===== src/rtl/valid_ready_downsizer.sv =====
// rtl/valid_ready_downsizer.sv - wide-to-narrow valid/ready stream width converter
module valid_ready_downsizer #(
    parameter int OUT_WIDTH = 8,
    parameter int RATIO     = 4,
    parameter int LSB_FIRST = 1
) (
    input  logic                         clk,
    input  logic                         rst,
    input  logic [OUT_WIDTH*RATIO-1:0]   in_data,
    input  logic [$clog2(RATIO)-1:0]     in_len,
    input  logic                         in_valid,
    output logic                         in_ready,
    output logic [OUT_WIDTH-1:0]         out_data,
    output logic                         out_valid,
    input  logic                         out_ready,
    output logic                         out_last
);
    localparam int IN_WIDTH = OUT_WIDTH * RATIO;
    localparam int CW       = $clog2(RATIO);

    typedef enum logic {
        IDLE = 1'b0,
        SEND = 1'b1
    } state_t;

    state_t                          r_state;
    state_t                          w_state_next;
    logic [IN_WIDTH-1:0]             r_hold;
    logic [CW-1:0]                   r_idx;
    logic [CW-1:0]                   r_len;
    logic [RATIO-1:0][OUT_WIDTH-1:0] w_slices;
    logic [CW-1:0]                   w_sel;
    logic                            w_at_last;
    logic                            w_in_xfer;
    logic                            w_out_xfer;

    assign w_at_last  = (r_idx == r_len);
    assign out_valid  = (r_state == SEND);
    assign out_last   = out_valid && w_at_last;
    assign w_in_xfer  = in_valid && in_ready;
    assign w_out_xfer = out_valid && out_ready;

    // Reloading on the final beat's out_ready keeps the output stream gap-free.
    assign in_ready = !rst && ((r_state == IDLE) || (out_ready && w_at_last));

    assign w_slices = r_hold;

    generate
        if (LSB_FIRST != 0) begin : g_lsb_first
            assign w_sel = r_idx;
        end else begin : g_msb_first
            assign w_sel = CW'(RATIO - 1) - r_idx;
        end
    endgenerate

    assign out_data = w_slices[w_sel];

    always_ff @(posedge clk or posedge rst) begin
        if (rst) begin
            r_state <= IDLE;
        end else begin
            r_state <= w_state_next;
        end
    end

    always_comb begin
        w_state_next = r_state;
        case (r_state)
            IDLE: begin
                if (w_in_xfer) begin
                    w_state_next = SEND;
                end
            end
            SEND: begin
                if (w_out_xfer && w_at_last && !w_in_xfer) begin
                    w_state_next = IDLE;
                end
            end
            default: w_state_next = IDLE;
        endcase
    end

    always_ff @(posedge clk or posedge rst) begin
        if (rst) begin
            r_hold <= '0;
            r_len  <= '0;
            r_idx  <= '0;
        end else if (w_in_xfer) begin
            r_hold <= in_data;
            r_len  <= in_len;
            r_idx  <= '0;
        end else if (w_out_xfer && !w_at_last) begin
            r_idx  <= r_idx + 1'b1;
        end
    end

    a_stall_stable: assert property (@(posedge clk) disable iff (rst)
        (out_valid && !out_ready) |=> (out_valid && $stable(out_data) && $stable(out_last)));

    // Once the last beat leaves without a reload, no further beat of that word may follow.
    a_single_last: assert property (@(posedge clk) disable iff (rst)
        (w_out_xfer && out_last && !w_in_xfer) |=> !out_valid);

endmodule


===== config.mk =====
export PLATFORM = sky130hd
export DESIGN_NAME = valid_ready_downsizer
export DESIGN_NICKNAME = d
export VERILOG_FILES = /design/src/rtl/valid_ready_downsizer.sv
export SDC_FILE = /design/constraint.sdc
export NUM_CORES = 1
export LEC_CHECK = 0
export BUFFER_PORTS_ARGS = -buffer_cell sky130_fd_sc_hd__buf_2
export CAP_MARGIN = 15
export CORE_MARGIN = 4
export CORE_UTILIZATION = 45
export CTS_BUF_LIST = sky130_fd_sc_hd__clkbuf_2 sky130_fd_sc_hd__clkbuf_4 sky130_fd_sc_hd__clkbuf_8
export CTS_CLUSTER_DIAMETER = 150
export DETAILED_ROUTE_END_ITERATION = 6
export HOLD_SLACK_MARGIN = 0.08
export PLACE_DENSITY_LB_ADDON = 0.05
export SLEW_MARGIN = 10
export SYNTH_ARGS = -nofsm -noshare
export SYNTH_HDL_FRONTEND = slang
export SYNTH_SLANG_ARGS = --single-unit

===== constraint.sdc =====
create_clock -name clk -period 1.95 [get_ports clk]
set_input_delay 0.39 -clock clk [delete_from_list [all_inputs] [get_ports clk]]
set_output_delay 0.39 -clock clk [all_outputs]
set_load 0.02 [all_outputs]

==> impl_metrics.tcl, run 1 <==
set metrics [dict create \
    setup_violations 8 \
    syn_to_final_growth_pct 22.22 \
    synth_edf_count 0 \
    holdPathEnd "r_hold[31]" \
    synth.largest_area_cell "dfrtp_1" \
    hold_viol 0 \
    clk_pin_slew_ps 90 \
    holdPathStages 3 \
    remaining_drc_errors 0 \
    cts_tree "built" \
    p_leak_nw 1.345 \
    final_cell_mix "buf_2, nand2_1, dfrtp_1" \
    place_hpwl_um 5542 \
    r2r-end "r_hold[5]" \
    async_flop_share 1.000 \
    fp.coreArea_um2 6314 \
    critPathCaptureType "output pin" \
    tns_ps -459.6 \
    hp-class "in -> reg" \
    cts.sinks 37 \
    tightest_slew_ps 655.3 \
    violations "setup timing" \
    cts_buffer_depth 2 \
    path_class "reg -> out" \
    max_slew_margin 0.5628 \
    netlist_instances 318 \
    htree_levels 2 \
    grt_pass1_vias 2773 \
    ys_ff_latch 37 \
    ir_drop_uv 950.1 \
    layout_commonest_cell "buf_2" \
    crit_buf_inv 2 \
    postLayoutCoreUtil 0.5646 \
    reg2reg_slack_ps 100 \
    synth_nets 356 \
    grt_max_degree 64 \
    holdWs_ps 333.3 \
    fin_worst_skew_ps 7.899 \
    synth_flop_cell "dfrtp_1" \
    avgSynthCellArea_um2 9.172 \
    arrival_ps 1630 \
    antenna_cells 0 \
    period_share 1.037 \
    antenna_found_initial 1 \
    fmax_ghz 0.4943 \
    numCtsBuffers 5 \
    rsz0062_at_grt "true" \
    drtAntennaViolNets 0 \
    layout.nets 399 \
    fp.dieArea_um2 7833 \
    cts_hold_buf 0 \
    crit_chain "buf_12, mux4_2, buf_6" \
    synth_seq_area_share 0.3175 \
    drive_above_1_share 0.3536 \
    timing.rr.start "r_len[0]" \
    critical_path_required_ps 1560 \
    port_buffers 48 \
    clock_latency_ps 300 \
    die_w_um 88.51 \
    rows 29 \
    drv_cap 0 \
    io_pins 49 \
    drt_first_pass_iters 4 \
    overflow 0 \
    p_total_w 0.005729 \
    yosys.area.top_type_share 0.3175 \
    timing.final.max_slew_violations 0 \
    gp_congestion 0.8280 \
    cts_root_buf "clkbuf_8" \
    grt_pass1_wl_um 14320 \
    cp_slowest_cell "mux4_2" \
    min_from "in_data[31]" \
    cp-start-kind "flip-flop" \
    die_h_um 88.51 \
    vias_per_cell 6.390 \
    crit_fanout 6 \
    finalCriticalPeriod_ps 2023 \
    cp.depth 3 \
    start_util 0.4620 \
    dp_cells 422 \
    vias 2805 \
    yosys-top-cells-area "dfrtp_1, and4bb_2, o211ai_1, a221oi_1, or4_1" \
    run_status "finished with violations" \
    setup_slack_ps -73.02 \
    instances_no_fill 439 \
    drtIter0Drc 188 \
    syn_area_um2 2917 \
    critPathMaxStageDelay_ps 530 \
    yosysUniqueCellTypes 33 \
    drt_wl_total_um 8776 \
    worst_r2r_path_depth 6 \
    yosysWarningCount 0 \
    powerDensity_nw_per_um2 1607 \
    track_usage 0.2359 \
    wire_per_inst_um 19.99 \
    cp_top_family "multiplexers" \
]
## registers in the layout, indices dropped and copies added (netlist names)
name and count:
out_valid 1, r_hold 32, r_idx 2, r_len 2
## area by class of cell
cell class / count / area, um^2
clock buffer: 5 / 68.82
clock inverter: 3 / 46.29
tap: 77 / 96.34
inverter: 11 / 41.29
sequential: 37 / 932.1
multi-input combinational: 227 / 1805
fill: 573 / 2749
timing repair buffer: 79 / 574.3
## logic make-up after synthesis
logic type | count (synthesis) | synth area share
buffers and inverters | 55 | 0.08194
AND/OR/NAND/NOR | 148 | 0.3419
multiplexers | 8 | 0.06178
XOR/XNOR | 2 | 0.008582
flip-flops | 37 | 0.3175
AO/OA/AOI/OAI | 68 | 0.1883
## through the flow
stage / setup WS (ps) / instance area, um^2
detailed placement: 28.06 / 3279
global route: -116.6 / 3565
floorplan: 111.0 / 2922
global placement: 60.67 / 3279
finish: -73.02 / 3565
CTS: -75.67 / 3442
## worst min-delay path: stages
cell and delay, ps:
buf_2 90, inv_1 40, o32ai_1 70
## power breakdown
part / leakage, nW / switching [W] / internal, W
clock: 0.0543 / 0.000323 / 0.000383
combinational: 0.916 / 0.00179 / 0.00170
sequential: 0.374 / 0.000442 / 0.00109
## worst max-delay path by stage
stage	slack (ps)	from	end
after detailed placement	30	r_len[0]	in_ready
final	-70	r_idx[0]	out_data[4]
after CTS	-80	r_idx[0]	out_data[5]
after global routing	-120	r_idx[0]	out_data[5]
after floorplan	110	r_len[1]	in_ready
after global placement	60	r_len[0]	in_ready
## Yosys cell counts (2+ instances only)
master / n
buf_2: 8
o211ai_1: 27
clkbuf_1: 30
nand3_1: 27
and3b_1: 3
or4_1: 26
nor2b_1: 23
nand2_1: 36
buf_4: 4
a31oi_1: 2
mux4_2: 8
o21a_1: 2
dfrtp_1: 37
o32ai_1: 8
inv_1: 11
a221oi_1: 23
nor4bb_1: 6
and4bb_2: 20
a211oi_1: 3
## layer usage
metal  part of all wire  wire, um  vias up  global-route usage
li1                   -         -     1328                   -
met1               0.44      3829     1378              0.3211
met2               0.49      4307       94              0.3970
met3              0.064       560        5             0.03259
met4             0.0089        78        0             0.05907
met5                  0         0        -                   0
## what timing repair did
item,4_1_cts,5_1_grt
pin swaps,1,1
setup buffers,2,5
gates resized for setup,6,20
cloned,1,1
setup endpoints to repair,10,10
Note: power is estimated with default switching activity, not from simulation.
==> inputs of run 2 (changes only) <==
CORE_UTILIZATION = 32   (was 45)
==> run 2 against run 1 <==
  * Combinational power about the same
  * Sequential share of layout area increased by 0.21 points
  * Final cell count rose by 5.7%
  * The flow now finishes without violations
  * Largest cell class unchanged
  * Clock power fell by 20%
==> impl_metrics.tcl, run 2 (synthesis gave the netlist of run 1 again) <==
set metrics [dict create \
    drt_wl_total_um 9294 \
    critPathCaptureType "output pin" \
    cts.sinks 37 \
    clkPwrFrac 0.101 \
    p_total_w 0.005575 \
    switching_share 0.4570 \
    grt_pass1_wl_um 14930 \
    gp_congestion 0.7271 \
    drtIter0Drc 105 \
    timing.final.max_slew_violations 0 \
    cp_top_family "multiplexers" \
    period_share 0.9993 \
    critPathMaxStageDelay_ps 550 \
    cts_tree "built" \
    io_pins 49 \
    postLayoutCoreUtil 0.4010 \
    hold_viol 0 \
    ir_drop_uv 868.1 \
    instances_no_fill 464 \
    critical_path_required_ps 1560 \
    finalCriticalPeriod_ps 1949 \
    p_comb_frac 0.627 \
    grt_pass1_vias 2663 \
    htree_levels 2 \
    powerDensity_nw_per_um2 1579 \
    layout.nets 393 \
    start_util 0.3312 \
    rsz0062_at_grt "true" \
    crit_fanout 7 \
    fin_worst_skew_ps 9.301 \
    setup_violations 0 \
    multi_input_area_um2 1789 \
    hp-class "in -> reg" \
    fmax_ghz 0.5132 \
    cp-start-kind "flip-flop" \
    cts_hold_buf 0 \
    grt_max_degree 64 \
    cts_root_buf "clkbuf_8" \
    reg2reg_slack_ps 210 \
    place_hpwl_um 6100 \
    crit_buf_inv 2 \
    switchingPower_w 0.002547 \
    tightest_slew_ps 511.4 \
    crit_chain "buf_6, mux4_2, buf_6" \
    cts_buffer_depth 2 \
    p_leak_nw 1.305 \
    drt_first_pass_iters 4 \
    rows 34 \
    antenna_found_initial 0 \
    antenna_cells 0 \
    overflow 0 \
    remaining_drc_errors 0 \
    arrival_ps 1560 \
    worst_path_most_repeated_cell "buf_6" \
    track_usage 0.1829 \
    top_regs "r_hold: 32 flops, r_idx: 2 flops, r_len: 2 flops" \
    numCtsBuffers 5 \
    path_class "reg -> out" \
    drive_above_1_share 0.3399 \
    wire_per_inst_um 20.03 \
    p_int_w 0.003027 \
    largest_reg_flops 32 \
    fp.coreArea_um2 8806 \
    fill_cells 921 \
    vias_per_cell 5.959 \
    syn_to_final_growth_pct 21.06 \
    max_slew_margin 0.6590 \
    seq_power_share 0.272 \
    final_cell_mix "buf_2, nand2_1, dfrtp_1" \
    drv_cap 0 \
    fp.dieArea_um2 10710 \
    port_buffers 48 \
    holdWs_ps 339.4 \
    vias 2765 \
    run_status "finished, final reports clean" \
    die_w_um 103.5 \
    clock_latency_ps 290 \
    cp_slowest_cell "mux4_2" \
    ff_latch_area_um2 930.9 \
    drtAntennaViolNets 0 \
    dp_cells 450 \
    layout_commonest_cell "buf_2" \
    clk_pin_slew_ps 90 \
    die_h_um 103.5 \
    largest_register "r_hold" \
]
## run 2: cell count changes in the layout (fill, tap and decap cells not counted)
cell / delta
buf_6: +3
clkbuf_16: -1
clkinv_4: -1
buf_4: -8
xor2_2: -1
buf_12: +1
dfrtp_1: +1
bufinv_16: -1
dfrtp_2: -1
clkinvlp_4: +2
## run 2: layout make-up
cell class	instances	share of cell area
Inverter	11	0.01169
Multi-Input combinational cell	226	0.5067
Timing Repair Buffer	74	0.1538
Clock inverter	3	0.006378
Tap cell	108	0.03827
Clock buffer	5	0.01949
Sequential cell	37	0.2636
## run 2: timing repair
item,CTS,global route
endpoints found under the setup margin,9,10
resized for setup,8,17
setup buffers,4,2
pin swaps,0,1
## run 2: path summary, 6_finish.rpt
path                             startpoint     endpoint  cells past startpoint
worst min register to register   r_hold[15]   r_hold[15]                      2
worst max register to register     r_idx[0]   r_hold[28]                      6
max in group asynchronous               rst     r_len[0]                      4
worst max-delay path               r_idx[0]  out_data[4]                      3
worst min-delay path            in_data[15]   r_hold[15]                      3
min in group asynchronous               rst   r_hold[16]                      4
## run 2: power by group through the flow
| stage | logic, W | registers [W] | clock network (W) |
|---|---|---|---|
| global placement | 0.00311 | 0.00151 | 0 |
| detailed placement | 0.00312 | 0.00152 | 0 |
| floorplan | 0.00238 | 0.00129 | 0 |
| CTS | 0.00330 | 0.00151 | 0.000586 |
| finish | 0.00350 | 0.00151 | 0.000564 |
| global route | 0.00383 | 0.00156 | 0.000618 |
## run 2: routing by layer
layer  wire (um)  global-route usage
met2        4346              0.2814
met4          51             0.03287
met1        4513              0.2730
met5           0                   0
met3         384             0.03018
## run 2: tightest hold or removal path: stages
cell	delay [ps]
buf_2	90
inv_1	40
o32ai_1	70
## run 2: through the flow
step	setup TNS, ps	worst slack (ps)	instance area (um^2)
finish	0	1.450	3531
detailed placement	0	268.5	3321
floorplan	0	111.0	2922
global route	-611.1	-82.94	3531
CTS	-13.07	-8.827	3463
global placement	0	276.0	3321
==> inputs of run 3 (changes only) <==
CORE_UTILIZATION = 40   (was 32)
PLACE_DENSITY_LB_ADDON = default   (was 0.05)
==> run 3 against run 2 <==
  * Die area is 19% lower
  * Wire length is 10% lower
  * Sequential cell count is the same
  * Sequential power hardly changed
  * Fmax increased by 1.8%
  * Largest cell class unchanged
  * Clock skew down 1.4 ps
==> impl_metrics.tcl, run 3 (synthesis gave the netlist of run 1 again) <==
set metrics [dict create \
    hp-class "in -> reg" \
    drtIter0Drc 200 \
    critical_path_required_ps 1560 \
    period_share 0.9819 \
    path_class "reg -> out" \
    grt_max_degree 40 \
    die_w_um 93.39 \
    setup_slack_ps 35.37 \
    max_slew_margin 0.6931 \
    fp.dieArea_um2 8722 \
    hold_viol 0 \
    cp_slowest_cell "dfrtp_1" \
    drtAntennaViolNets 0 \
    drive_above_1_share 0.3314 \
    crit_chain "buf_6, xor2_4, o31a_1, nor2_1, buf_4" \
    final_cell_mix "buf_2, nand2_1, dfrtp_1" \
    track_usage 0.2056 \
    overflow 0 \
    layout_commonest_cell "buf_2" \
    gp_congestion 0.7635 \
    vias 2729 \
    cts_tree "built" \
    dp_slack_ps 271.2 \
    place_hpwl_um 5565 \
    finalCriticalPeriod_ps 1915 \
    fin_worst_skew_ps 7.939 \
    critPathMaxStageDelay_ps 390 \
    grt_busiest_layer "met2" \
    met2_usage 0.3192 \
    timing.final.max_slew_violations 0 \
    syn_to_final_growth_pct 18.88 \
    drt_wl_total_um 8357 \
    start_util 0.4200 \
    run_status "finished, final reports clean" \
    antenna_cells 0 \
    critPathCaptureType "output pin" \
    rows 30 \
    largest_reg_flops 32 \
    die_h_um 93.39 \
    arrival_ps 1520 \
    cts_root_buf "clkbuf_8" \
    p_leak_nw 1.293 \
    layout.nets 390 \
    cts_buffer_depth 2 \
    fill_cells 669 \
    powerDensity_nw_per_um2 1548 \
    drt_first_pass_iters 4 \
    grt_pass1_vias 2708 \
    postLayoutCoreUtil 0.4993 \
    antenna_found_initial 0 \
    top_regs "r_hold: 32 flops, r_idx: 2 flops, r_len: 2 flops" \
    cts.sinks 37 \
    crit_fanout 7 \
    ir_drop_uv 757.0 \
    fp.coreArea_um2 6944 \
    clk_pin_slew_ps 80 \
    fmax_ghz 0.5223 \
    met1_usage 0.3037 \
    cts_setup_buffers 0 \
    setup_violations 0 \
    clock_latency_ps 290 \
    remaining_drc_errors 0 \
    numCtsBuffers 5 \
    grt_pass1_wl_um 14370 \
    tightest_slew_ps 460.4 \
    port_buffers 48 \
    rsz0062_at_grt "true" \
    grtUsageMet3 0.03057 \
    vias_per_cell 6.078 \
    htree_levels 2 \
    wire_per_inst_um 18.61 \
    largest_register "r_hold" \
    drv_cap 0 \
    cp-start-kind "flip-flop" \
    io_pins 49 \
]
run 3: power breakdown:
part | leakage, nW | total, W | switching [W] | internal [W]
clock | 0.0542 | 0.000608 | 0.000288 | 0.000320
sequential | 0.376 | 0.00150 | 0.000415 | 0.00109
combinational | 0.863 | 0.00326 | 0.00174 | 0.00152
run 3: what timing repair did:
action	CTS	global route
endpoints found under the setup margin	7	10
hold buffers	0	0
gates resized for setup	3	14
pin swaps	0	0
endpoints found under the hold margin	0	0
run 3: metal layers:
layer | vias to the layer above | part of all wire
li1 | 1311 | -
met2 | 66 | 0.48
met5 | - | 0
met3 | 4 | 0.046
met4 | 0 | 0.0071
met1 | 1348 | 0.46
run 3: area by class of cell:
cell class,count,area (um^2),share of cell area
clock buffers,7,96.34,0.02779
clock inverters,1,5.005,0.001444
inverters,11,41.29,0.01191
multi-input cells,226,1789,0.5161
flip-flops and latches,37,929.6,0.2681
well taps,96,120.1,0.03464
repair buffers,71,485.5,0.1400
run 3: critical path, delay by kind of cell (launching register included):
| kind | cells | cell delay, ps |
|---|---|---|
| AO/OA/AOI/OAI | 1 | 280 |
| XOR/XNOR | 1 | 160 |
| buffers and inverters | 2 | 300 |
| flip-flops | 1 | 390 |
| AND/OR/NAND/NOR | 1 | 100 |
run 3: path summary, 6_finish.rpt:
check / from / end / slack, ps / depth (start not counted)
worst max-delay path: r_idx[0] / in_ready / 40 / 5
worst min-delay path: in_data[13] / r_hold[13] / 360 / 3
worst max register to register: r_idx[0] / r_hold[29] / 290 / 5
worst min register to register: r_hold[31] / r_hold[31] / 540 / 2
max in group asynchronous: rst / r_len[0] / 1190 / 4
min in group asynchronous: rst / r_hold[15] / 410 / 4
run 3: stage by stage:
step / instances / total power [W] / cell area [um^2] / hold slack, ps / setup TNS [ps]
final: 449 / 0.005368 / 3467 / 355.7 / 0
after global routing: 449 / 0.005792 / 3467 / 358.0 / -192.4
after detailed placement: 441 / 0.004603 / 3316 / 525.9 / 0
after floorplan: 318 / 0.003678 / 2922 / 491.1 / 0
after global placement: 441 / 0.004546 / 3316 / 513.1 / 0
after CTS: 449 / 0.005248 / 3425 / 346.6 / 0
